`config.mk`:
```
export PLATFORM = sky130hd
export DESIGN_NAME = pong_game_ctrl_flat
export DESIGN_NICKNAME = d
export VERILOG_FILES = /design/src/rtl/pong_game_ctrl_if.sv /design/src/rtl/pong_game_ctrl.sv /design/src/flat_wrapper.sv
export SDC_FILE = /design/constraint.sdc
export NUM_CORES = 1
export LEC_CHECK = 0
export ABC_AREA = 1
export BUFFER_PORTS_ARGS = -buffer_cell sky130_fd_sc_hd__buf_4
export CORE_AREA = 2 2 144 104
export CTS_CLUSTER_DIAMETER = 40
export DETAILED_ROUTE_END_ITERATION = 10
export DIE_AREA = 0 0 146 106
export GPL_ROUTABILITY_DRIVEN = 0
export PLACE_DENSITY = 0.61
export SLEW_MARGIN = 20
export SYNTH_ARGS = -nofsm -noshare
export SYNTH_HDL_FRONTEND = slang
export SYNTH_SLANG_ARGS = --single-unit
```
`constraint.sdc`:
```
create_clock -name clk -period 11.5 [get_ports clk]
set_clock_uncertainty 0.05 [all_clocks]
set_input_delay 1.725 -clock clk [delete_from_list [all_inputs] [get_ports clk]]
set_output_delay 1.725 -clock clk [all_outputs]
set_load 0.01 [all_outputs]
```
`src/rtl/pong_game_ctrl_if.sv`:
```
// Per-frame control/status bundle between the Pong game sequencer and its
// neighbours (paddle movement logic upstream, pixel colouring downstream).
interface pong_game_ctrl_if;
  logic        frame_tick;
  logic        start;
  logic [9:0]  ypos1;
  logic [9:0]  ypos2;
  logic [9:0]  ball_x;
  logic [9:0]  ball_y;
  logic [15:0] score;
  logic [2:0]  state;
  logic        game_over;
  logic        point_pulse;

  modport master (
    output frame_tick, start, ypos1, ypos2,
    input  ball_x, ball_y, score, state, game_over, point_pulse
  );

  modport slave (
    input  frame_tick, start, ypos1, ypos2,
    output ball_x, ball_y, score, state, game_over, point_pulse
  );
endinterface

```
`src/rtl/pong_game_ctrl.sv`:
```
// Pong game sequencer: serve timing, ball motion, wall/paddle collisions, scoring, win detection.
// Optional macro PONG_SPEEDUP_EN: each paddle hit speeds the ball up by 1 pixel/frame (max 6).
module pong_game_ctrl #(
  parameter int BALL_SPEED  = 2,
  parameter int WIN_SCORE   = 7,
  parameter int SERVE_DELAY = 60,
  parameter int FIELD_TOP   = 34,
  parameter int FIELD_BOT   = 516,
  parameter int FIELD_LEFT  = 144,
  parameter int FIELD_RIGHT = 783,
  parameter int BALL_HALF   = 10,
  parameter int PAD_HALF    = 30,
  parameter int LPAD_X      = 165,
  parameter int RPAD_X      = 762
) (
  input logic             clk,
  input logic             rst,
  pong_game_ctrl_if.slave bus
);

  typedef enum logic [2:0] {
    IDLE      = 3'd0,
    SERVE     = 3'd1,
    PLAY      = 3'd2,
    POINT     = 3'd3,
    GAME_OVER = 3'd4
  } state_t;

  localparam int              CW        = $clog2(SERVE_DELAY + 1);
  localparam logic [9:0]      CX        = 10'((FIELD_LEFT + FIELD_RIGHT) / 2);
  localparam logic [9:0]      CY        = 10'((FIELD_TOP + FIELD_BOT) / 2);
  localparam logic [9:0]      TOP_Y     = 10'(FIELD_TOP + BALL_HALF);
  localparam logic [9:0]      BOT_Y     = 10'(FIELD_BOT - BALL_HALF);
  localparam logic [9:0]      LBOUNCE_X = 10'(LPAD_X + BALL_HALF + 1);
  localparam logic [9:0]      RBOUNCE_X = 10'(RPAD_X - BALL_HALF - 1);
  localparam logic signed [10:0] S_BH    = 11'(BALL_HALF);
  localparam logic signed [10:0] S_TOP   = 11'(FIELD_TOP);
  localparam logic signed [10:0] S_BOT   = 11'(FIELD_BOT);
  localparam logic signed [10:0] S_LEFT  = 11'(FIELD_LEFT);
  localparam logic signed [10:0] S_RIGHT = 11'(FIELD_RIGHT);
  localparam logic signed [10:0] S_LPAD  = 11'(LPAD_X);
  localparam logic signed [10:0] S_RPAD  = 11'(RPAD_X);
  localparam logic signed [10:0] S_LREAR = 11'(LPAD_X - 10);
  localparam logic signed [10:0] S_RREAR = 11'(RPAD_X + 10);
  localparam logic signed [10:0] S_REACH = 11'(PAD_HALF + BALL_HALF);
  localparam logic [7:0]      WIN       = 8'(WIN_SCORE);

  state_t         st, st_n;
  logic [9:0]     bx, bx_n, by, by_n;
  logic           vx_neg, vx_neg_n, vy_neg, vy_neg_n;
  logic [7:0]     p1, p1_n, p2, p2_n;
  logic [CW-1:0]  cnt, cnt_n;
  logic           pp, pp_n;
  logic signed [10:0] step;

`ifdef PONG_SPEEDUP_EN
  localparam logic [2:0] SPD_INIT = 3'(BALL_SPEED);
  localparam logic [2:0] SPD_MAX  = 3'd6;
  logic [2:0] spd, spd_n;
  assign step = signed'({8'b0, spd});
`else
  assign step = 11'(BALL_SPEED);
`endif

  logic signed [10:0] sx, sy, nx, ny, d1, d2, a1, a2;
  logic lhit, rhit, lmiss, rmiss, up_wall, dn_wall;

  // Geometry of the candidate move; all signed so edge maths cannot wrap.
  always_comb begin
    sx      = signed'({1'b0, bx});
    sy      = signed'({1'b0, by});
    nx      = vx_neg ? sx - step : sx + step;
    ny      = vy_neg ? sy - step : sy + step;
    d1      = ny - signed'({1'b0, bus.ypos1});
    d2      = ny - signed'({1'b0, bus.ypos2});
    a1      = d1[10] ? -d1 : d1;
    a2      = d2[10] ? -d2 : d2;
    up_wall = vy_neg && (ny - S_BH <= S_TOP);
    dn_wall = !vy_neg && (ny + S_BH >= S_BOT);
    lhit    = vx_neg && (nx - S_BH <= S_LPAD) && (sx - S_BH > S_LREAR) && (a1 <= S_REACH);
    rhit    = !vx_neg && (nx + S_BH >= S_RPAD) && (sx + S_BH < S_RREAR) && (a2 <= S_REACH);
    lmiss   = vx_neg && (nx - S_BH <= S_LEFT);
    rmiss   = !vx_neg && (nx + S_BH >= S_RIGHT);
  end

  always_comb begin
    st_n     = st;
    bx_n     = bx;
    by_n     = by;
    vx_neg_n = vx_neg;
    vy_neg_n = vy_neg;
    p1_n     = p1;
    p2_n     = p2;
    cnt_n    = cnt;
    pp_n     = 1'b0;
`ifdef PONG_SPEEDUP_EN
    spd_n    = spd;
`endif
    unique case (st)
      IDLE: begin
        bx_n = CX;
        by_n = CY;
        if (bus.start) begin
          st_n     = SERVE;
          p1_n     = '0;
          p2_n     = '0;
          vx_neg_n = 1'b0;
          cnt_n    = '0;
        end
      end
      SERVE: begin
        bx_n = CX;
        by_n = CY;
        // Launch on the tick that would bring the count up to SERVE_DELAY.
        if (bus.frame_tick) begin
          if (cnt == CW'(SERVE_DELAY - 1)) begin
            st_n  = PLAY;
            cnt_n = '0;
          end else begin
            cnt_n = cnt + 1'b1;
          end
        end
      end
      PLAY: begin
        if (bus.frame_tick) begin
          if (up_wall) begin
            by_n     = TOP_Y;
            vy_neg_n = 1'b0;
          end else if (dn_wall) begin
            by_n     = BOT_Y;
            vy_neg_n = 1'b1;
          end else begin
            by_n = ny[9:0];
          end
          if (lhit) begin
            bx_n     = LBOUNCE_X;
            vx_neg_n = 1'b0;
`ifdef PONG_SPEEDUP_EN
            spd_n    = (spd < SPD_MAX) ? spd + 3'd1 : SPD_MAX;
`endif
          end else if (rhit) begin
            bx_n     = RBOUNCE_X;
            vx_neg_n = 1'b1;
`ifdef PONG_SPEEDUP_EN
            spd_n    = (spd < SPD_MAX) ? spd + 3'd1 : SPD_MAX;
`endif
          end else begin
            bx_n = nx[9:0];
            // vx_neg doubles as the serve direction and so also names the scorer.
            if (lmiss) begin
              p2_n     = (p2 == 8'hFF) ? p2 : p2 + 8'd1;
              pp_n     = 1'b1;
              vx_neg_n = 1'b1;
              st_n     = POINT;
`ifdef PONG_SPEEDUP_EN
              spd_n    = SPD_INIT;
`endif
            end else if (rmiss) begin
              p1_n     = (p1 == 8'hFF) ? p1 : p1 + 8'd1;
              pp_n     = 1'b1;
              vx_neg_n = 1'b0;
              st_n     = POINT;
`ifdef PONG_SPEEDUP_EN
              spd_n    = SPD_INIT;
`endif
            end
          end
        end
      end
      POINT: begin
        if ((vx_neg ? p2 : p1) == WIN) begin
          st_n = GAME_OVER;
        end else begin
          st_n = SERVE;
          bx_n = CX;
          by_n = CY;
`ifdef PONG_SPEEDUP_EN
          spd_n = SPD_INIT;
`endif
        end
      end
      GAME_OVER: begin
        if (bus.start) begin
          st_n = IDLE;
          bx_n = CX;
          by_n = CY;
        end
      end
      default: st_n = IDLE;
    endcase
  end

  always_ff @(posedge clk) begin
    if (rst) begin
      st     <= IDLE;
      bx     <= CX;
      by     <= CY;
      vx_neg <= 1'b0;
      vy_neg <= 1'b0;
      p1     <= '0;
      p2     <= '0;
      cnt    <= '0;
      pp     <= 1'b0;
`ifdef PONG_SPEEDUP_EN
      spd    <= SPD_INIT;
`endif
    end else begin
      st     <= st_n;
      bx     <= bx_n;
      by     <= by_n;
      vx_neg <= vx_neg_n;
      vy_neg <= vy_neg_n;
      p1     <= p1_n;
      p2     <= p2_n;
      cnt    <= cnt_n;
      pp     <= pp_n;
`ifdef PONG_SPEEDUP_EN
      spd    <= spd_n;
`endif
    end
  end

  assign bus.ball_x      = bx;
  assign bus.ball_y      = by;
  assign bus.score       = {p1, p2};
  assign bus.state       = st;
  assign bus.game_over   = (st == GAME_OVER);
  assign bus.point_pulse = pp;

endmodule
```
`src/flat_wrapper.sv`:
```
// flat-port wrapper written by rule: the top's interface ports become plain ports
module pong_game_ctrl_flat 
#(
  parameter int BALL_SPEED  = 2,
  parameter int WIN_SCORE   = 7,
  parameter int SERVE_DELAY = 60,
  parameter int FIELD_TOP   = 34,
  parameter int FIELD_BOT   = 516,
  parameter int FIELD_LEFT  = 144,
  parameter int FIELD_RIGHT = 783,
  parameter int BALL_HALF   = 10,
  parameter int PAD_HALF    = 30,
  parameter int LPAD_X      = 165,
  parameter int RPAD_X      = 762
)
  (clk, rst, bus_frame_tick, bus_start, bus_ypos1, bus_ypos2, bus_ball_x, bus_ball_y, bus_score, bus_state, bus_game_over, bus_point_pulse);
  pong_game_ctrl_if bus_i ();
  input logic clk;
  input logic rst;
  input wire logic [$bits(bus_i.frame_tick)-1:0] bus_frame_tick;
  input wire logic [$bits(bus_i.start)-1:0] bus_start;
  input wire logic [$bits(bus_i.ypos1)-1:0] bus_ypos1;
  input wire logic [$bits(bus_i.ypos2)-1:0] bus_ypos2;
  output wire logic [$bits(bus_i.ball_x)-1:0] bus_ball_x;
  output wire logic [$bits(bus_i.ball_y)-1:0] bus_ball_y;
  output wire logic [$bits(bus_i.score)-1:0] bus_score;
  output wire logic [$bits(bus_i.state)-1:0] bus_state;
  output wire logic [$bits(bus_i.game_over)-1:0] bus_game_over;
  output wire logic [$bits(bus_i.point_pulse)-1:0] bus_point_pulse;
  assign bus_i.frame_tick = bus_frame_tick;
  assign bus_i.start = bus_start;
  assign bus_i.ypos1 = bus_ypos1;
  assign bus_i.ypos2 = bus_ypos2;
  assign bus_ball_x = bus_i.ball_x;
  assign bus_ball_y = bus_i.ball_y;
  assign bus_score = bus_i.score;
  assign bus_state = bus_i.state;
  assign bus_game_over = bus_i.game_over;
  assign bus_point_pulse = bus_i.point_pulse;
  pong_game_ctrl #(.BALL_SPEED(BALL_SPEED), .WIN_SCORE(WIN_SCORE), .SERVE_DELAY(SERVE_DELAY), .FIELD_TOP(FIELD_TOP), .FIELD_BOT(FIELD_BOT), .FIELD_LEFT(FIELD_LEFT), .FIELD_RIGHT(FIELD_RIGHT), .BALL_HALF(BALL_HALF), .PAD_HALF(PAD_HALF), .LPAD_X(LPAD_X), .RPAD_X(RPAD_X)) u_core (.clk(clk), .rst(rst), .bus(bus_i));
endmodule
```
==> results of run 1 <==
[worst max-delay path: cells and delay by family (launching register included)]
| kind | cells | cell delay (ns) |
|---|---|---|
| AO/OA/AOI/OAI | 3 | 0.69 |
| XOR/XNOR | 1 | 0.38 |
| adder cells (fa/ha/maj) | 2 | 0.99 |
| buffers and inverters | 3 | 0.72 |
| flip-flops | 1 | 0.49 |
| AND/OR/NAND/NOR | 15 | 1.57 |
[logic make-up (layout without fill, tap and decap cells)]
kind of cell / after synthesis / in the layout / synth area share [%]
AOI/OAI and AO/OA: 135 / 135 / 12.3
xor gates and xnor gates: 37 / 37 / 5.47
adders and majority gates: 54 / 54 / 11.1
buffers and inverters: 185 / 245 / 11.4
DFF: 48 / 48 / 15.2
and+or+nand+nor: 637 / 637 / 44.6
[synthesized netlist by cell type (10+ instances only)]
cell type                    n  share of area (%)
sky130_fd_sc_hd__xor2_1     24                3.3
sky130_fd_sc_hd__xnor2_1    10                1.4
sky130_fd_sc_hd__nand2_1   343                 20
sky130_fd_sc_hd__nand3_1   107                8.5
sky130_fd_sc_hd__dfxtp_1    48                 15
sky130_fd_sc_hd__inv_1     168                 10
sky130_fd_sc_hd__nand3b_1   12                1.4
sky130_fd_sc_hd__o21ai_0    26                2.1
sky130_fd_sc_hd__nand2_2    10               0.99
sky130_fd_sc_hd__nor3_1     20                1.6
sky130_fd_sc_hd__a21oi_1    74                5.8
sky130_fd_sc_hd__ha_1       50                9.9
sky130_fd_sc_hd__nor2_1     91                5.4
sky130_fd_sc_hd__nand4_1    24                2.4
[metrics by stage]
step | setup slack, ns | utilization (%) | std cells | area [um2]
5_1_grt | 5.98 | 50.3 | 1351 | 7170
2_1_floorplan | 7.32 | - | 1096 | 6330
3_3_place_gp | 6.56 | 49.0 | 1344 | 6990
3_5_place_dp | 6.54 | 49.0 | 1344 | 6990
6_report | 6.48 | 50.3 | 1351 | 7170
4_1_cts | 6.51 | 50.3 | 1351 | 7170
[metal layers]
layer	GRT usage, %	up-vias	part of all wire (%)
met3	3.13	5	5.6
met4	2.01	0	0.26
met1	37.3	3130	56
met5	0	-	0
li1	-	3645	-
met2	32.9	165	39
[flip-flops by register name (all words and copies together) (netlist names)]
signal,flops
u_core.p2,8
u_core.vx_neg,1
u_core.bus.state,3
u_core.bus.ball_x,10
u_core.p1,8
u_core.vy_neg,1
u_core.cnt,6
u_core.bus.ball_y,10
u_core.bus.point_pulse,1
[report_power, final]
part,leakage [nW],internal (mW),switching [mW]
sequential,0.388,0.180,0.0307
clock,0.0899,0.123,0.0648
combinational,3.37,0.282,0.549
total,3.85,0.586,0.645
[area by class of cell]
type	count	share of cell area, %
Clock inverter	2	0.837
Multi-Input combinational cell	863	64.8
Sequential cell	48	13.4
Timing Repair Buffer	64	6.70
Tap cell	195	3.40
Inverter	174	9.10
Clock buffer	5	1.74
[how the worst max path moves through the flow]
stage | startpoint | endpoint | slack (ns) | depth (start not counted)
3_5_place_dp | u_core.bus.ball_y[1] | u_core.p1[4] | 6.54 | 25
4_1_cts | u_core.bus.ball_y[1] | u_core.p1[4] | 6.51 | 25
3_3_place_gp | u_core.bus.ball_y[1] | u_core.p1[5] | 6.56 | 25
6_report | u_core.bus.ball_y[1] | u_core.bus.ball_x[2] | 6.48 | 24
5_1_grt | u_core.bus.ball_y[1] | u_core.p2[7] | 5.98 | 25
2_1_floorplan | u_core.bus.ball_y[1] | u_core.p1[0] | 7.32 | 26
==> metrics.csv, run 1 <==
stage,metric,value,unit
route,detail_route.wl_per_cell,13.2,um
status,run_status,finished clean,
global_routing,via_count_of_the_first_global_routing_pass,6212,
route,routed_via_density,5.14,
floorplanning,row_count,37,
route,dr.first_iter.drc_count,480,
min_path,hold_end,u_core.cnt[5],
floorplanning,design.portCount,65,
worst_setup_path,rr_endpoint,u_core.bus.ball_x[2],
floorplanning,initial_core_utilization,44.4,%
worst_setup_path,regToRegSetupSlack,6.48,ns
min_path,worst_hold_startpoint,u_core.cnt[5],
synth,ys_ff_latch,48,
cts,htreeDepth,2,
worst_setup_path,critical-path-top-cell-by-count,sky130_fd_sc_hd__nand2_1,
sta,worst_slew_pin_slew,0.918,ns
finish,drive_above_1_share,10.1,%
power,design_power_total,1.23,mW
sta,min_period,5.02,ns
worst_setup_path,reg2regPathDepth,24,
finish,final_nets,1234,
synth,synth_enable_flop_cells,0,
sta,timing_max_transition_violations_final,0,
finish,multiInputGateArea,4650,um2
synth,post_synth.cell_area_avg,5.78,um2
sta,grt_setup_unrepaired,no,
cts,post_cts.resized_instances,0,
worst_setup_path,critical-path-slowest-cell,sky130_fd_sc_hd__fa_1,
finish,final-seq-area,961,um2
synth,warning_count_from_the_yosys_run,0,
worst_setup_path,worst_ep_arrival_time,5.14,ns
power,power_density,171,nW/um2
job,timing.max_cap.violations,0,
finish,layout_fillers,1572,
worst_setup_path,critical_path.cell_chain,inv_1 > fa_1 > o21ai_2 > xor2_1 > inv_1 > ha_1 > a21oi_1 > nand2_1 > nand2_1 > nand2_1 > nor2_1 > nand3_2 > nand2_2 > nand2_1 > nand2_1 > nand2_1 > nor2_1 > nand3_1 > nand2_2 > nand3_1 > nand2_1 > o21ai_1 > inv_1 > nand3_1,
worst_setup_path,crit_path_max_fanout,13,
place,hpwl,14.3,mm
global_routing,largest_net_degree_at_the_start_of_global_routing,29,
worst_setup_path,end_kind,register,
cts,clkSinkCount,48,
cts,cts_buffers,5,
synth,postSynthCellCount,1096,
floorplanning,dieArea,15500,um2
finish,n_antenna_cell,0,
sta,hold_ws,0.420,ns
power,power.ir.vdd_worst,0.105,mV
min_path,hp-class,register to register,
worst_setup_path,crit_path_max_incr_delay,0.58,ns
cts,cts.repair_timing.setup_buffer_count,0,
cts,clock_insertion_delay_worst_skew,0.29,ns
floorplanning,core_area,14300,um2
cts,clock_path_buffers,2,
sta,timing.setup.tns,0,ns
finish,layout_commonest_cell,sky130_fd_sc_hd__nand2_1,
finish,layout.cells.most_common_list,"sky130_fd_sc_hd__nand2_1, sky130_fd_sc_hd__inv_1, sky130_fd_sc_hd__nand3_1",
finish,area_delta_synth_final,13.3,%
cts,worst_setup_hold_path_clk_slew,0.07,ns
cts,hold_buffers,0,
floorplanning,die_height,106,um
route,dr_total_vias,6945,
global_routing,grt_overflow_total,0,
route,drt_pre_antenna_iters,5,
synth,ys_seq_area_share,15.2,%
worst_setup_path,worst_ep_required_time,11.62,ns
sta,slew-limit-headroom,38.8,%
worst_setup_path,category_of_the_worst_setup_path_launch_point,register,
sta,setup-violations-final,0,
synth,ys_dominant_reg_cell,sky130_fd_sc_hd__dfxtp_1,
synth,syn-cell-area,6330,um2
synth,synth.lib_cells_used.distinct,49,
cts,clock-root-buffer,sky130_fd_sc_hd__clkbuf_16,
sta,final_min_period_over_clock_period,43.7,%
floorplanning,die_x,146,um
route,drt-total-wl,17.9,mm
global_routing,initial_antenna_violation_count,0,
cts,tritoncts_clock_tree,yes,
place,io_buffers,64,
min_path,min_path_cells,1,
power,total_leakage_power,3.85,nW
worst_setup_path,r2r-start,u_core.bus.ball_y[1],
route,drc_errors,0,
global_routing,global_route_wire_length_before_repair,30.1,mm
sta,timing_hold_violations_final,0,
sta,achievable-frequency,199,MHz
global_routing,global_route.usage.total,23.0,%
route,postRouteAntennaNets,0,
worst_setup_path,path_class,register to register,
synth,synth_fp_nets,1174,
synth,async_flop_share,0,%
(Power assumes the default switching activity.)
==> inputs of run 2 (changes only) <==
Settings changed: ABC_AREA 1 to 0, CORE_AREA 2 2 144 104 to 2 2 140 101, DIE_AREA 0 0 146 106 to 0 0 142 103.
Clock period 11.5 ns to 5.22 ns, I/O delays scaled along.
==> run 2 against run 1 <==
Worst setup slack worse by 6.1 ns; cell area is 4.7% lower; synthesized cell count is 26% lower; register-to-register slack worse by 6.1 ns; fmax is 2.8% higher; critical endpoint is now u_core.p1[5]; largest cell class unchanged; highest routed layer unchanged.
==> metrics.csv, run 2 <==
stage,metric,value,unit
route,dr_total_vias,6517,
place,hpwl,13.9,mm
sta,timing.setup.tns,0,ns
worst_setup_path,worst_ep_arrival_time,5.01,ns
cts,htreeDepth,2,
floorplanning,dieArea,14600,um2
sta,min_period,4.88,ns
global_routing,global_route.usage.total,24.0,%
power,design_power_total,1.04,mW
finish,final_nets,945,
worst_setup_path,critical-path-slowest-cell,sky130_fd_sc_hd__ha_1,
synth,syn-cell-area,5960,um2
place,post_dp_area,6680,um2
worst_setup_path,regToRegSetupSlack,0.34,ns
sta,slew-limit-headroom,25.9,%
worst_setup_path,worst_ep_required_time,5.35,ns
synth,synthMostInstantiatedCell,sky130_fd_sc_hd__nand2_1,
finish,final_util,50.8,%
synth,postSynthCellCount,807,
finish,n_antenna_cell,0,
sta,worst_slew_pin_slew,1.11,ns
floorplanning,die_height,103,um
worst_setup_path,category_of_the_worst_setup_path_launch_point,register,
route,drt-total-wl,17.8,mm
floorplanning,design.portCount,65,
worst_setup_path,rr_endpoint,u_core.p1[5],
synth,post_synth.cell_area_avg,7.39,um2
global_routing,global_route_wire_length_before_repair,28.8,mm
finish,area_delta_synth_final,14.7,%
power,power_density,152,nW/um2
floorplanning,core_area,13500,um2
cts,clock-root-buffer,sky130_fd_sc_hd__clkbuf_16,
route,dr.first_iter.drc_count,566,
cts,cts_buffers,5,
global_routing,largest_net_degree_at_the_start_of_global_routing,24,
synth,library_cell_occupying_the_most_area_in_the_post_synthesis_netlist,sky130_fd_sc_hd__dfxtp_1,
route,routed_via_density,6.27,
global_routing,initial_antenna_violation_count,0,
sta,final_min_period_over_clock_period,93.5,%
status,run_status,finished clean,
sta,timing_hold_violations_final,0,
min_path,hp-class,register to register,
synth,ys_ff_latch,48,
floorplanning,die_x,142,um
cts,clock_insertion_delay_worst_skew,0.29,ns
sta,setup-violations-final,0,
worst_setup_path,crit_path_max_incr_delay,0.45,ns
power,power.ir.vdd_worst,0.127,mV
worst_setup_path,crit_family,compound AO/OA/AOI/OAI gates,
worst_setup_path,cp.buffers_inverters,0,
worst_setup_path,reg2regPathDepth,17,
min_path,worst_hold_startpoint,u_core.cnt[5],
synth,synth.lib_cells_used.distinct,94,
route,detail_route.wl_per_cell,17.2,um
worst_setup_path,total_stage_count_of_the_critical_path,17,
finish,layout.cells.most_common_list,"sky130_fd_sc_hd__buf_4, sky130_fd_sc_hd__nand2_1, sky130_fd_sc_hd__a21oi_1",
synth,post-synth-top-area-fraction,16.1,%
cts,clock_path_buffers,2,
floorplanning,initial_core_utilization,44.3,%
route,drt_pre_antenna_iters,5,
synth,ys_seq_area_share,16.1,%
route,drc_errors,0,
synth,synthTopCellsByCount,"sky130_fd_sc_hd__nand2_1, sky130_fd_sc_hd__a21oi_1, sky130_fd_sc_hd__nor2_1",
cts,worst_setup_hold_path_clk_slew,0.07,ns
finish,final_cell_area,6840,um2
min_path,min_path_cells,2,
sta,hold_ws,0.444,ns
route,postRouteAntennaNets,0,
synth,ys_dominant_reg_cell,sky130_fd_sc_hd__dfxtp_1,
floorplanning,row_count,36,
synth,async_flop_share,0,%
sta,grt_setup_unrepaired,no,
cts,hold_buffers,0,
worst_setup_path,end_kind,register,
power,total_leakage_power,2.93,nW
sta,timing_max_transition_violations_final,0,
sta,achievable-frequency,205,MHz
job,timing.max_cap.violations,0,
min_path,hold_end,u_core.cnt[5],
worst_setup_path,crit_path_max_fanout,9,
global_routing,via_count_of_the_first_global_routing_pass,5853,
place,io_buffers,64,
worst_setup_path,path_class,register to register,
worst_setup_path,r2r-start,u_core.bus.ball_y[2],
cts,clkSinkCount,48,
synth,synth_enable_flop_cells,0,
cts,tritoncts_clock_tree,yes,
synth,top_cells_by_area_in_the_synthesized_netlist,"sky130_fd_sc_hd__dfxtp_1, sky130_fd_sc_hd__ha_1, sky130_fd_sc_hd__a21oi_1",
synth,warning_count_from_the_yosys_run,0,
global_routing,grt_overflow_total,0,
finish,layout_commonest_cell,sky130_fd_sc_hd__buf_4,
synth,synth_fp_nets,885,
finish,drive_above_1_share,14.7,%
worst_setup_path,critical_path.cell_chain,ha_1 > a211oi_1 > o21ai_0 > a21oi_1 > xnor2_1 > ha_1 > a21oi_1 > o21bai_1 > a22o_1 > a311o_1 > nand4_1 > xnor3_1 > nor4_2 > nor3_2 > nor2_1 > nor3_1 > mux2i_1,
-- run 2: changes by cell type in the layout (fill, tap and decap cells not counted), sizes merged, moves of 10 or more --
cell	change
nand2	-288
inv	-114
nand3	-75
nor2	-40
buf	+21
xor2	-16
nand2b	+14
or3	+14
a21oi	-12
o21ai	+12
xnor2	+11
a21o	+10
o31ai	+10
-- run 2: worst reg2reg max path, cell delays in order (launching register included) --
cell                       delay, ns
sky130_fd_sc_hd__dfxtp_1        0.34
sky130_fd_sc_hd__ha_1           0.39
sky130_fd_sc_hd__a211oi_1       0.41
sky130_fd_sc_hd__o21ai_0        0.16
sky130_fd_sc_hd__a21oi_1        0.25
sky130_fd_sc_hd__xnor2_1        0.31
sky130_fd_sc_hd__ha_1           0.45
sky130_fd_sc_hd__a21oi_1        0.27
sky130_fd_sc_hd__o21bai_1       0.13
sky130_fd_sc_hd__a22o_1         0.19
sky130_fd_sc_hd__a311o_1        0.33
sky130_fd_sc_hd__nand4_1        0.12
sky130_fd_sc_hd__xnor3_1        0.22
sky130_fd_sc_hd__nor4_2         0.39
sky130_fd_sc_hd__nor3_2         0.14
sky130_fd_sc_hd__nor2_1         0.38
sky130_fd_sc_hd__nor3_1         0.11
sky130_fd_sc_hd__mux2i_1        0.13
-- run 2: report_power, final --
part / total [mW] / switching (mW) / leakage [nW] / internal, mW
sequential: 0.382 / 0.0102 / 0.387 / 0.372
clock: 0.320 / 0.143 / 0.0736 / 0.177
combinational: 0.337 / 0.207 / 2.47 / 0.130
-- run 2: kinds of logic after synthesis --
| logic type | count (synthesis) | synth area share, % |
|---|---|---|
| AOI/OAI and AO/OA | 260 | 31.3 |
| buffers and inverters | 88 | 5.85 |
| DFF | 48 | 16.1 |
| muxes | 12 | 2.10 |
| adders and majority gates | 54 | 11.8 |
| xor gates and xnor gates | 34 | 5.48 |
| and+or+nand+nor | 311 | 27.4 |
-- run 2: layout make-up --
class	instances	area, um2
repair buffers	85	638
clock buffers	5	125
well taps	171	214
multi-input cells	671	4670
flip-flops and latches	48	962
inverters	56	210
fillers	1331	6630
clock inverters	3	18.8
-- run 2: repair_timing --
action                                  in CTS  in global routing
endpoints found under the setup margin       0                 29
setup buffers                                0                  0
hold endpoints to repair                     0                  0
gates resized for setup                      0                  7
-- run 2: worst max-delay path by stage --
stage | end | slack, ns | from
after global routing | u_core.bus.state[0] | 0.02 | u_core.bus.ball_y[1]
final | u_core.p1[5] | 0.34 | u_core.bus.ball_y[2]
after detailed placement | u_core.vx_neg | 0.22 | u_core.bus.ball_y[1]
after global placement | u_core.bus.ball_x[1] | 0.40 | u_core.bus.ball_y[1]
after floorplan | u_core.vx_neg | 0.50 | u_core.bus.ball_y[1]
after CTS | u_core.bus.state[0] | 0.18 | u_core.bus.ball_y[1]
-- run 2: layer usage --
layer / part of all wire, % / vias up / global-route usage [%]
met5: 0 / - / 0
met2: 43 / 229 / 37.6
met4: 0.98 / 0 / 5.08
met3: 6.7 / 19 / 3.25
met1: 49 / 3102 / 35.2
li1: - / 3167 / -
-- run 2: per-stage QoR --
stage | worst slack [ns] | cells
floorplan | 0.501 | 807
CTS | 0.181 | 1039
finish | 0.338 | 1039
detailed placement | 0.221 | 1031
global route | 0.0177 | 1039
global placement | 0.399 | 1031
